--- config.mk ---
export PLATFORM = sky130hd
export DESIGN_NAME = decrypt_engine
export DESIGN_NICKNAME = d
export VERILOG_FILES = /design/src/rtl/decrypt_engine.sv
export SDC_FILE = /design/constraint.sdc
export NUM_CORES = 2
export LEC_CHECK = 0
export ABC_AREA = 1
export CAP_MARGIN = 30
export CELL_PAD_IN_SITES_DETAIL_PLACEMENT = 2
export CELL_PAD_IN_SITES_GLOBAL_PLACEMENT = 2
export CORE_ASPECT_RATIO = 0.75
export CORE_MARGIN = 3
export CORE_UTILIZATION = 34
export DETAILED_ROUTE_END_ITERATION = 10
export GPL_TIMING_DRIVEN = 0
export PLACE_DENSITY = 0.95
export SYNTH_ARGS = -nofsm -noshare
export SYNTH_HDL_FRONTEND = slang
export SYNTH_SLANG_ARGS = --single-unit
--- constraint.sdc ---
create_clock -name clk -period 41.1 [get_ports clk]
set_clock_uncertainty 0.15 [all_clocks]
set_input_delay 6.165 -clock clk [delete_from_list [all_inputs] [get_ports clk]]
set_output_delay 6.165 -clock clk [all_outputs]
set_load 0.02 [all_outputs]
--- src/rtl/decrypt_engine.sv ---
// Block decryptor: recovers 32 bytes as C[i]^K[i%8]^i over 32/BYTES_PER_CYCLE RUN cycles
// and checks byte 0 against the XOR of bytes 1..31.
module decrypt_engine #(
  parameter int BYTES_PER_CYCLE = 1
) (
  input  logic         clk,
  input  logic         reset,
  input  logic         start,
  input  logic [255:0] cipher_text,
  input  logic [63:0]  key,
  output logic         busy,
  output logic         done,
  output logic [247:0] plain_text,
  output logic         chk_ok
);

  localparam int B = BYTES_PER_CYCLE;

  if (!(B == 1 || B == 2 || B == 4 || B == 8)) begin : g_bad_param
    $error("decrypt_engine: BYTES_PER_CYCLE must be 1, 2, 4 or 8");
  end

  typedef enum logic [1:0] {IDLE, RUN, DONE} state_t;

  state_t         r_state, w_next;
  logic [5:0]     r_cnt;
  logic [255:0]   r_ct;
  logic [63:0]    r_key;
  logic [255:0]   r_pt;
  logic [7:0]     r_xor;

  logic [B-1:0][5:0] w_lidx;
  logic [B-1:0][7:0] w_byte;
  logic [255:0]      w_pt_next;
  logic [7:0]        w_xor_next;
  logic              w_last;
  logic              w_capture;

  // One decrypt lane per byte handled this cycle, lowest index in lane 0.
  for (genvar g = 0; g < B; g++) begin : g_lane
    assign w_lidx[g] = r_cnt + 6'(g);
    assign w_byte[g] = r_ct[{w_lidx[g], 3'b000} +: 8]
                     ^ r_key[{w_lidx[g][2:0], 3'b000} +: 8]
                     ^ {2'b00, w_lidx[g]};
  end

  assign w_last    = (r_state == RUN) && (r_cnt == 6'(32 - B));
  assign w_capture = start && (r_state == IDLE || r_state == DONE);

  always_comb begin
    w_pt_next  = r_pt;
    w_xor_next = r_xor;
    for (int b = 0; b < B; b++) begin
      w_pt_next[{w_lidx[b], 3'b000} +: 8] = w_byte[b];
      w_xor_next = w_xor_next ^ w_byte[b];
    end
  end

  always_comb begin
    w_next = r_state;
    busy   = 1'b0;
    done   = 1'b0;
    case (r_state)
      IDLE: if (start) w_next = RUN;
      RUN: begin
        busy = 1'b1;
        if (w_last) w_next = DONE;
      end
      DONE: begin
        done   = 1'b1;
        w_next = start ? RUN : IDLE;
      end
      default: w_next = IDLE;
    endcase
  end

  always_ff @(posedge clk or posedge reset) begin
    if (reset) begin
      r_state    <= IDLE;
      r_cnt      <= '0;
      r_ct       <= '0;
      r_key      <= '0;
      r_pt       <= '0;
      r_xor      <= '0;
      plain_text <= '0;
      chk_ok     <= 1'b0;
    end else begin
      r_state <= w_next;
      if (w_capture) begin
        r_ct  <= cipher_text;
        r_key <= key;
        r_cnt <= '0;
        r_pt  <= '0;
        r_xor <= '0;
      end else if (r_state == RUN) begin
        r_pt  <= w_pt_next;
        r_xor <= w_xor_next;
        r_cnt <= r_cnt + 6'(B);
        // XOR of all 32 bytes is zero exactly when P[0] equals XOR of P[1..31].
        if (w_last) begin
          plain_text <= w_pt_next[255:8];
          chk_ok     <= (w_xor_next == 8'h00);
        end
      end
    end
  end

endmodule

==> tab_implementation.tex <==
\begin{tabular}{lr}
\hline
Metric & Value \\
\hline
\multicolumn{2}{l}{\textbf{Layout}} \\
Post-route design area & about 50000 um2 \\
Post-layout util & 0.445 \\
Area growth, synth to finish & 29.2\% \\
Layout cell share with drive strength beyond 1 & 0.0688 \\
Post-route insts no fill & 7313 \\
Layout filler cell count & roughly 12000 \\
Post-layout nets & around 6000 \\
\multicolumn{2}{l}{\textbf{Worst setup path}} \\
Data required time of the worst path & 34780 ps \\
Worst reg-to-reg setup slack & between 30000 and 40000 ps \\
Crit start category & flop \\
Critical path endpoint category & primary output \\
Maximum fanout along the worst path & 10 \\
Critical path data arrival time & roughly 3800 ps \\
Type of the worst setup path & flop to primary output \\
\multicolumn{2}{l}{\textbf{Power and ir drop}} \\
Switching power summed over all nets & 2.36 mW \\
Power per unit of standard cell area & around 91 nW/um2 \\
Fraction of power consumed by combinational cells & 0.502 \\
Clock network fraction of total power & 0.207 \\
Static Leak & 23.9 nW \\
Total power draw & around 4.5 mW \\
Switching part of the total power & 0.521 \\
Internal portion of total power & $\sim$2.2 mW \\
Worst vdd rail ir drop & roughly 0.000045 V \\
Flop pwr share & 0.290 \\
\multicolumn{2}{l}{\textbf{Routing}} \\
Via Count & $\sim$44000 \\
Avg Vias per Cell & 6.04 \\
Total Wirelength & roughly 250000 um \\
Post-DRT Antenna Nets & 0 \\
Avg WL per Cell & between 30 and 40 um \\
Remaining DRCs & 0 \\
Pre-antenna DRT Iters & 6 \\
Initial drt markers & 5049 \\
\multicolumn{2}{l}{\textbf{Global route}} \\
Maximum number of pins on one net before global-route repair & $\sim$120 \\
Vias in the first global route & roughly 49000 \\
Overflow left after global routing & 0 \\
Global-route wire length before repair & between 300000 and 400000 um \\
Initial antenna violation count & 23 \\
Aggregate global-route resource usage & 0.410 \\
\multicolumn{2}{l}{\textbf{Placement}} \\
Number of port buffers & about 570 \\
Cell count after placement & 7125 \\
Post-place setup slack & between 30000 and 40000 ps \\
Sum of net half-perimeters after detailed placement & approximately 160000 um \\
Instance area after placement & between 40000 and 50000 um2 \\
GP Congestion & 0.971 \\
\multicolumn{2}{l}{\textbf{Yosys}} \\
Synth Instances & 5020 \\
Main synth FF type & sky130\_fd\_sc\_hd\_\_dfrtp\_1 \\
Post-synthesis sequential area ratio & 0.539 \\
Yosys Warn Count & 0 \\
Asr flop ratio synth & 1.00 \\
Number of nets in the synthesized netlist & 5348 \\
Mean cell area of the mapped netlist & about 7.7 um2 \\
Number of enable-type register cells in the synthesized netlist & 0 \\
Post-Syn Area & approximately 39000 um2 \\
Post-synth cell types & 36 \\
Register bit total from synthesis & 833 \\
\multicolumn{2}{l}{\textbf{STA}} \\
Worst hold slack after final layout & 331 ps \\
Max transition margin & 0.212 \\
Count of final hold-check violations & 0 \\
Unrepaired setup endpoints after global routing & false \\
Sum of negative setup slack & 0 ps \\
Min cycle time layout & between 10000 and 15000 ps \\
Max Clk Rate & slightly below 100 MHz \\
Setup Viol. Count Final & 0 \\
Transition time at the pin with the least slew margin & around 1200 ps \\
Final WS setup & 31020 ps \\
Pins Over Slew Limit & 0 \\
Final Cycle Share & 0.245 \\
\multicolumn{2}{l}{\textbf{Run status}} \\
Outcome & complete, no violations \\
\multicolumn{2}{l}{\textbf{Clock tree}} \\
Maximum clock insertion buffer count & 3 \\
Number of levels in the clock H-tree & 3 \\
Clock tree from TritonCTS & built \\
Inserted Clock Buffers & 92 \\
CTS Hold Buffers Added & 0 \\
Clk sink count & $\sim$830 \\
Clock slew at reported path FFs & roughly 80 ps \\
Clock insertion delay at the later pin of the skew report & just over 700 ps \\
Number of setup buffers added after CTS & 0 \\
Root buffer cell & sky130\_fd\_sc\_hd\_\_clkbuf\_16 \\
Number of resized instances in the post-cts repair step & 0 \\
\multicolumn{2}{l}{\textbf{Floorplan}} \\
Die height & between 200 and 300 um \\
Die W & slightly below 400 um \\
Die footprint & about 120000 um2 \\
Number of rows in the core area & around 110 \\
Initial core utilization & 0.345 \\
Number of top-level design ports & 574 \\
Area of the core region & about 110000 um2 \\
\multicolumn{2}{l}{\textbf{Min path}} \\
Path category of the worst min-delay check & flop to flop \\
\multicolumn{2}{l}{\textbf{Job}} \\
Number of max-cap violations & 0 \\
\hline
\end{tabular}
[per-layer routing]
layer,wire length (um),vias to the layer above,track usage
met5,119,-,0
met2,109000,3121,0.629
met3,25300,1164,0.126
li1,-,17200,-
met4,20200,18,0.285
met1,92500,22700,0.491
[cells in the mapped netlist (2+ instances only)]
| library cell | n | share of area |
|---|---|---|
| sky130_fd_sc_hd__o22ai_1 | 8 | 0.0013 |
| sky130_fd_sc_hd__o21ai_1 | 60 | 0.0078 |
| sky130_fd_sc_hd__or2_2 | 92 | 0.015 |
| sky130_fd_sc_hd__nor2_2 | 16 | 0.0026 |
| sky130_fd_sc_hd__nor2_4 | 3 | 0.00087 |
| sky130_fd_sc_hd__nand2_1 | 2279 | 0.22 |
| sky130_fd_sc_hd__inv_1 | 313 | 0.030 |
| sky130_fd_sc_hd__o21ai_0 | 359 | 0.046 |
| sky130_fd_sc_hd__nor3_4 | 2 | 0.00084 |
| sky130_fd_sc_hd__nor3_1 | 2 | 0.00026 |
| sky130_fd_sc_hd__a31oi_1 | 18 | 0.0029 |
| sky130_fd_sc_hd__buf_4 | 20 | 0.0039 |
| sky130_fd_sc_hd__nand4_1 | 15 | 0.0024 |
| sky130_fd_sc_hd__buf_1 | 24 | 0.0023 |
| sky130_fd_sc_hd__ha_1 | 5 | 0.0016 |
| sky130_fd_sc_hd__inv_2 | 10 | 0.00097 |
| sky130_fd_sc_hd__clkbuf_1 | 185 | 0.018 |
| sky130_fd_sc_hd__buf_2 | 62 | 0.0080 |
| sky130_fd_sc_hd__or2_1 | 2 | 0.00032 |
| sky130_fd_sc_hd__nand2_2 | 2 | 0.00032 |
| sky130_fd_sc_hd__nand3_1 | 547 | 0.071 |
| sky130_fd_sc_hd__nor2_1 | 100 | 0.0097 |
| sky130_fd_sc_hd__clkinv_1 | 2 | 0.00019 |
| sky130_fd_sc_hd__dfrtp_1 | 833 | 0.54 |
| sky130_fd_sc_hd__buf_6 | 5 | 0.0015 |
| sky130_fd_sc_hd__a21oi_1 | 9 | 0.0012 |
| sky130_fd_sc_hd__o221ai_1 | 3 | 0.00068 |
| sky130_fd_sc_hd__o211ai_1 | 36 | 0.0070 |
[placed cells by master (no fill, tap or decap), types with 60 or more instances in the layout]
master	instances
sky130_fd_sc_hd__buf_2	62
sky130_fd_sc_hd__or2_2	92
sky130_fd_sc_hd__inv_1	312
sky130_fd_sc_hd__nand2_1	2279
sky130_fd_sc_hd__nand3_1	547
sky130_fd_sc_hd__clkdlybuf4s50_1	573
sky130_fd_sc_hd__nor2_1	100
sky130_fd_sc_hd__o21ai_1	60
sky130_fd_sc_hd__o21ai_0	359
sky130_fd_sc_hd__clkbuf_16	93
sky130_fd_sc_hd__dfrtp_1	833
sky130_fd_sc_hd__clkbuf_1	199
[path summary, 6_finish.rpt]
| kind | startpoint | to | cells past startpoint |
|---|---|---|---|
| worst max-delay path | r_state[0] | busy | 6 |
| max in group asynchronous | reset | r_ct[6] | 6 |
| worst min-delay path | r_pt[28] | r_pt[28] | 2 |
| worst max register to register | r_cnt[0] | plain_text[235] | 14 |
| min in group asynchronous | reset | plain_text[210] | 2 |
| worst min register to register | r_pt[28] | r_pt[28] | 2 |
[power by group through the flow]
stage	registers (mW)	clock network, mW	logic [mW]
after floorplan	1.28	0	1.01
after global placement	1.26	0	1.84
after detailed placement	1.29	0	2.01
after CTS	1.30	0.931	2.14
after global routing	1.33	0.963	2.34
final	1.32	0.939	2.28
[kinds of logic after synthesis]
family	synth area share
flops	0.539
buf+inv	0.0654
fa+ha+maj	0.00162
xor+xnor	0.00136
simple gates	0.325
compound gates	0.0673
[worst max-delay path, cell delays in order, from the launching register on]
cell and delay (ps):
sky130_fd_sc_hd__dfrtp_1 370, sky130_fd_sc_hd__inv_1 70, sky130_fd_sc_hd__nor2_1 480, sky130_fd_sc_hd__clkbuf_1 850
sky130_fd_sc_hd__clkbuf_1 380, sky130_fd_sc_hd__buf_8 250, sky130_fd_sc_hd__clkdlybuf4s50_1 650
[state kept, by name (all words and copies together), names as in the netlist]
| name | count |
|---|---|
| r_key | 64 |
| r_ct | 256 |
| chk_ok | 1 |
| r_state | 2 |
| plain_text | 248 |
| r_xor | 8 |
| r_cnt | 6 |
| r_pt | 248 |
[final cells by class]
cell class	instances	area, um2	area share
Sequential cell	833	20800	0.417
Multi-Input combinational cell	3565	15300	0.306
Timing Repair Buffer	596	6150	0.123
Clock buffer	132	2710	0.0543
Tap cell	1512	1890	0.0379
Buffer	296	1300	0.0261
Inverter	326	1230	0.0247
Clock inverter	39	484	0.00969
Antenna cell	14	35.0	0.000701
No activity file was read; power rests on OpenSTA's default activity.
